### config.mk
export PLATFORM = sky130hd
export DESIGN_NAME = prbs_pattern_gen
export DESIGN_NICKNAME = d
export VERILOG_FILES = /design/src/rtl/prbs_pkg.sv /design/src/rtl/prbs_lfsr8.sv /design/src/rtl/prbs_pattern_gen.sv
export SDC_FILE = /design/constraint.sdc
export NUM_CORES = 1
export LEC_CHECK = 0
export ABC_AREA = 1
export ABC_CLOCK_PERIOD_IN_PS = 6000
export CAP_MARGIN = 20
export CORE_ASPECT_RATIO = 1.5
export CORE_MARGIN = 1
export CORE_UTILIZATION = 60
export DETAILED_ROUTE_END_ITERATION = 16
export HOLD_SLACK_MARGIN = 0.15
export PLACE_DENSITY = 0.95
export SLEW_MARGIN = 20
export SYNTH_ARGS = -nofsm -noshare
export SYNTH_HDL_FRONTEND = slang
export SYNTH_SLANG_ARGS = --single-unit
### constraint.sdc
create_clock -name clk -period 6 [get_ports clk]
set_clock_uncertainty 0.2 [all_clocks]
set_input_delay 1.2 -clock clk [delete_from_list [all_inputs] [get_ports clk]]
set_output_delay 1.2 -clock clk [all_outputs]
set_load 0.02 [all_outputs]
### src/rtl/prbs_pkg.sv
// Shared constants, FSM encoding and seed helper for the PRBS15 pattern
// generator and its matching detector/checker.
package prbs_pkg;

   localparam int PRBS_LEN   = 15;
   localparam int PRBS_TAP_A = 14;
   localparam int PRBS_TAP_B = 13;
   localparam int BYTE_W     = 8;
   localparam logic [PRBS_LEN-1:0] PRBS_SEED_DEF = 15'h0001;

   typedef enum logic [1:0] {
      LOAD = 2'd0,
      PAT  = 2'd1,
      PRBS = 2'd2
   } prbs_state_e;

   // An all-zero LFSR state never leaves zero, so substitute the default seed.
   function automatic logic [PRBS_LEN-1:0] prbs_seed(input logic [PRBS_LEN-1:0] raw);
      return (raw == '0) ? PRBS_SEED_DEF : raw;
   endfunction

endpackage

### src/rtl/prbs_lfsr8.sv
// Combinational eight-step unroll of the x^15+x^14+1 LFSR; first generated
// bit lands in data_byte[7]. Shared with the detector's checker.
module prbs_lfsr8
   import prbs_pkg::*;
(
   input  logic [PRBS_LEN-1:0] state,
   output logic [PRBS_LEN-1:0] next_state,
   output logic [BYTE_W-1:0]   data_byte
);

   logic [PRBS_LEN-1:0] s;
   logic                fb;

   always_comb begin
      s         = state;
      fb        = 1'b0;
      data_byte = '0;
      for (int i = 0; i < BYTE_W; i++) begin
         fb = s[PRBS_TAP_A] ^ s[PRBS_TAP_B];
         s  = {s[PRBS_LEN-2:0], fb};
         data_byte[BYTE_W-1-i] = fb;
      end
      next_state = s;
   end

endmodule

### src/rtl/prbs_pattern_gen.sv
// Byte stimulus source: sync pattern repeated n times (MSB byte first), then
// free-running PRBS15. Optional bit-0 error injection under PRBS_GEN_ERR_INJ_EN.
module prbs_pattern_gen
   import prbs_pkg::*;
#(
   parameter int PAT_W = 32,
   parameter int N_W   = 4
)(
   input  logic              clk,
   input  logic              rst,
   input  logic [PAT_W-1:0]  pattern,
   input  logic [N_W-1:0]    n,
`ifdef PRBS_GEN_ERR_INJ_EN
   input  logic              inj_err,
`endif
   output logic [BYTE_W-1:0] prbs_out,
   output logic              prbs_valid,
   output logic              pattern_phase,
   output prbs_state_e       dbg_state
);

   localparam int BYTES = PAT_W / BYTE_W;
   localparam int IDX_W = (BYTES > 1) ? $clog2(BYTES) : 1;
   localparam logic [IDX_W-1:0] IDX_LAST = IDX_W'(BYTES - 1);
   localparam bit SINGLE_BYTE = (BYTES == 1);

   prbs_state_e         state_q, state_d;
   logic [PAT_W-1:0]    pat_q, pat_d;
   logic [N_W-1:0]      n_q, n_d;
   logic [IDX_W-1:0]    idx_q, idx_d;
   logic [N_W-1:0]      rep_q, rep_d;
   logic [PRBS_LEN-1:0] lfsr_q, lfsr_d;
   logic [BYTE_W-1:0]   out_q, out_d;
   logic                valid_q;
   logic                phase_q, phase_d;

   logic [PRBS_LEN-1:0] step_in, step_next;
   logic [BYTE_W-1:0]   step_byte;

   function automatic logic [BYTE_W-1:0] pat_byte(input logic [PAT_W-1:0] p,
                                                 input logic [IDX_W-1:0] i);
      logic [PAT_W-1:0] sh;
      sh = p << (BYTE_W * i);
      return sh[PAT_W-1 -: BYTE_W];
   endfunction

   prbs_lfsr8 u_lfsr8 (
      .state      (step_in),
      .next_state (step_next),
      .data_byte  (step_byte)
   );

   always_comb begin
      state_d = state_q;
      pat_d   = pat_q;
      n_d     = n_q;
      idx_d   = idx_q;
      rep_d   = rep_q;
      lfsr_d  = lfsr_q;
      out_d   = out_q;
      phase_d = phase_q;
      step_in = lfsr_q;
      case (state_q)
         LOAD: begin
            pat_d = pattern;
            n_d   = n;
            if (n != '0) begin
               out_d   = pattern[PAT_W-1 -: BYTE_W];
               phase_d = 1'b1;
               idx_d   = SINGLE_BYTE ? '0 : IDX_W'(1);
               rep_d   = SINGLE_BYTE ? N_W'(1) : '0;
               state_d = PAT;
            end else begin
               // Seed and first PRBS byte come out of the same edge.
               step_in = prbs_seed(pattern[PRBS_LEN-1:0]);
               lfsr_d  = step_next;
               out_d   = step_byte;
               phase_d = 1'b0;
               state_d = PRBS;
            end
         end
         PAT: begin
            if (idx_q == '0 && rep_q == n_q) begin
               step_in = prbs_seed(pat_q[PRBS_LEN-1:0]);
               lfsr_d  = step_next;
               out_d   = step_byte;
               phase_d = 1'b0;
               state_d = PRBS;
            end else begin
               out_d   = pat_byte(pat_q, idx_q);
               phase_d = 1'b1;
               if (idx_q == IDX_LAST) begin
                  idx_d = '0;
                  rep_d = rep_q + 1'b1;
               end else begin
                  idx_d = idx_q + 1'b1;
               end
            end
         end
         PRBS: begin
            step_in = lfsr_q;
            lfsr_d  = step_next;
            out_d   = step_byte;
         end
         default: state_d = LOAD;
      endcase
`ifdef PRBS_GEN_ERR_INJ_EN
      // Only the registered byte is corrupted; LFSR and counters stay clean.
      out_d = out_d ^ {{(BYTE_W-1){1'b0}}, inj_err};
`endif
   end

   always_ff @(posedge clk) begin
      if (rst) begin
         state_q <= LOAD;
         pat_q   <= '0;
         n_q     <= '0;
         idx_q   <= '0;
         rep_q   <= '0;
         lfsr_q  <= '0;
         out_q   <= '0;
         valid_q <= 1'b0;
         phase_q <= 1'b0;
      end else begin
         state_q <= state_d;
         pat_q   <= pat_d;
         n_q     <= n_d;
         idx_q   <= idx_d;
         rep_q   <= rep_d;
         lfsr_q  <= lfsr_d;
         out_q   <= out_d;
         valid_q <= 1'b1;
         phase_q <= phase_d;
      end
   end

   assign prbs_out      = out_q;
   assign prbs_valid    = valid_q;
   assign pattern_phase = phase_q;
   assign dbg_state     = state_q;

endmodule

==> impl_results.md <==
- Outcome: completed
- Worst hold path class: reg2reg
- Worst Setup End Kind: flop
- Cell Area, Synth: 3870 um^2
- Initial core utilization: 62.7%
- H-tree levels: 3
- Core Util, Final: about 74%
- Combinational Power Share: approximately 54%
- Row count: 35
- CTS Root Cell: clkbuf_8
- Antenna cell count: 0
- Final Setup Violations: 0
- Pwr/cell area: 571 nW/um^2
- Grt total ovfl: 0
- Syn_nets: about 630
- Sink Count: about 70
- Drt wl/cell: 15.9 um
- Routed WL: between 10000 and 15000 um
- Count of different cell masters after synthesis: 32
- DRT antenna net count: 0
- Clock power share: between 10% and 20%
- Max Fclk: between 200 and 300 MHz
- Synth Warn #: 0
- Sequential power share: 31.0%
- Setup tns final: 0 ns
- Initial antenna violation count: 0
- Final hold viol count: 0
- Gate Count Post-Synth: between 500 and 600
- Post-route clock period utilization: about 59%
- Vias in the first global route: about 3800
- TritonCTS clock tree: built
- Hpwl dp: approximately 8100 um
- Area of the die: about 6800 um^2
- Chip height: between 100 and 150 um
- Pre-Repair DR Iteration Count: 5
- Post-CTS Repair Setup Buffers: 0
- Worst Setup Start Kind: input pin
- Via count: between 4000 and 5000
- DRC: 0
- Net switching power: between 0.001 and 0.0015 W
- Area grow syn2layout: 17.3%
- Place WS: about 2.1 ns
- RSZ-0062 raised after global routing: false
- PostCTS Resize Cnt: 0
- DR vias/cell: just under 6
- Io pins: 50
- VDD IR-drop max: about 0.00033 V
- Syn_area_per_cell: approximately 6.7 um^2
- Width of the chip: approximately 68 um
- Post-layout min period: between 3 and 4 ns
- Critical path required time: between 6 and 7 ns
- Setup WS post-layout: ~2.4 ns
- Wire length of the first global-routing pass: 17700 um
- Yosys reg bits: between 60 and 70
- Sw Share: 49.3%
- Least-Margin Pin Slew: between 0.9 and 1 ns
- Critical path class: in2reg
- Cts bufs inserted: 9
- DRT iter0 DRCs: 440
- Sequential area share after synthesis: between 30% and 40%
- Largest net degree at the start of global routing: 62
- Internal: between 0.001 and 0.0015 W
- Total global-route track usage: between 30% and 40%
- Final #Nets: around 660
- Slew Limit Headroom: just under 40%
- Slew Limit Fails: 0
- Hold_buf cts: 0
- Gpl congestion: about 1.0
- Clk_lat worst skew: about 0.35 ns
- Clock transition at path regs: 0.08 ns
- IO buf count: 49
- Layout cells sized above 1: 7.27%
- Critical path arrival: 3.61 ns
- LEAKAGE: around 2 nW
- Crit Path Max Fanout: 28
- Core Region: between 6000 and 7000 um^2
- Clk buf depth: 2
- Max-cap violations: 0
-- critical path, cell delays in order --
cell and delay, ns:
clkdlybuf4s50_1 0.42, nor2_1 0.11, nand2_1 0.30, nand2_1 0.27, inv_1 0.11, nor3_4 0.75, inv_1 0.16, o21ai_0 0.22
inv_1 0.05
-- layer usage --
metal,global-route usage [%],share of wire (%)
met1,41.6,40
met2,58.0,49
met3,5.57,5.9
met4,20.1,5.5
met5,0,0
-- kinds of logic (layout without fill, tap and decap cells) --
kind of cell	Yosys count	count (layout)	share of synthesized area [%]
buf+inv	95	134	9.79
fa+ha+maj	7	7	2.26
compound gates	170	170	24.7
simple gates	239	239	27.6
flops	69	69	35.7
-- sequential cells by signal, summed over array words and instances, names as in the netlist --
register	flops
lfsr_q	15
dbg_state	2
rep_q	4
pat_q	32
prbs_valid	1
prbs_out	8
pattern_phase	1
idx_q	2
n_q	4
-- Yosys cell counts, drive strengths merged --
| cell | n | share of area [%] |
|---|---|---|
| a31oi | 2 | 0.32 |
| nor4 | 6 | 0.97 |
| nor3b | 2 | 0.39 |
| buf | 6 | 1.2 |
| or2 | 1 | 0.16 |
| inv | 67 | 6.5 |
| nand4 | 9 | 1.5 |
| a41oi | 1 | 0.23 |
| nor2 | 64 | 6.7 |
| a211oi | 3 | 0.58 |
| o21ai | 64 | 8.3 |
| o22ai | 5 | 0.81 |
| a22oi | 3 | 0.58 |
| nand3 | 26 | 4.0 |
| clkbuf | 22 | 2.1 |
| o211ai | 8 | 1.6 |
| nor3 | 6 | 1.1 |
| ha | 7 | 2.3 |
| nand2 | 125 | 13 |
| dfxtp | 69 | 36 |
| a21oi | 84 | 12 |
-- through the flow --
stage          total power [W]  hold WS, ns  cell area (um^2)  instances
2_1_floorplan          0.00185        0.248              3870        580
6_report               0.00260        0.282              4540        693
3_5_place_dp           0.00217        0.271              4340        677
4_1_cts                0.00257        0.283              4540        693
3_3_place_gp           0.00213        0.267              4340        677
5_1_grt                0.00280        0.308              4540        693
-- worst paths after layout --
| check | start | end | slack [ns] | cells past startpoint |
|---|---|---|---|---|
| worst max-delay path | n[0] | lfsr_q[7] | 2.44 | 9 |
| worst min-delay path | n_q[0] | n_q[0] | 0.28 | 2 |
| worst min register to register | n_q[0] | n_q[0] | 0.28 | 2 |
| worst max register to register | idx_q[0] | lfsr_q[7] | 2.71 | 11 |
-- power by group through the flow --
stage	Sequential, W	Combinational, W	Clock, W
after global placement	0.000798	0.00133	0
after floorplan	0.000783	0.00107	0
final	0.000803	0.00140	0.000393
after global routing	0.000820	0.00156	0.000412
after CTS	0.000797	0.00137	0.000394
after detailed placement	0.000803	0.00137	0
-- final cells by class --
| type | count | area [um^2] |
|---|---|---|
| clock inverters | 5 | 58.8 |
| flip-flops and latches | 69 | 1380 |
| inverters | 67 | 251 |
| clock buffers | 11 | 141 |
| well taps | 74 | 92.6 |
| multi-input cells | 416 | 2110 |
| fillers | 533 | 1630 |
| repair buffers | 51 | 505 |
-- placed cells by master, fill, tap and decap left out, drive strengths merged --
| master | synthesis | final |
|---|---|---|
| clkdlybuf4s50 | 0 | 49 |
| a41oi | 1 | 1 |
| nor3 | 6 | 6 |
| bufinv | 0 | 1 |
| nor2 | 64 | 64 |
| a21oi | 84 | 84 |
| clkinvlp | 0 | 2 |
| o21ai | 64 | 64 |
| dfxtp | 69 | 69 |
| clkinv | 0 | 1 |
| ha | 7 | 7 |
| o211ai | 8 | 8 |
| a211oi | 3 | 3 |
| nand3 | 26 | 26 |
| nand2 | 125 | 125 |
| or2 | 1 | 1 |
| clkbuf | 22 | 11 |
| o22ai | 5 | 5 |
| nor4 | 6 | 6 |
| a31oi | 2 | 2 |
| buf | 6 | 2 |
| inv | 67 | 68 |
| nor3b | 2 | 2 |
| nand4 | 9 | 9 |
| a22oi | 3 | 3 |
Power figures use the tool's default switching activity.
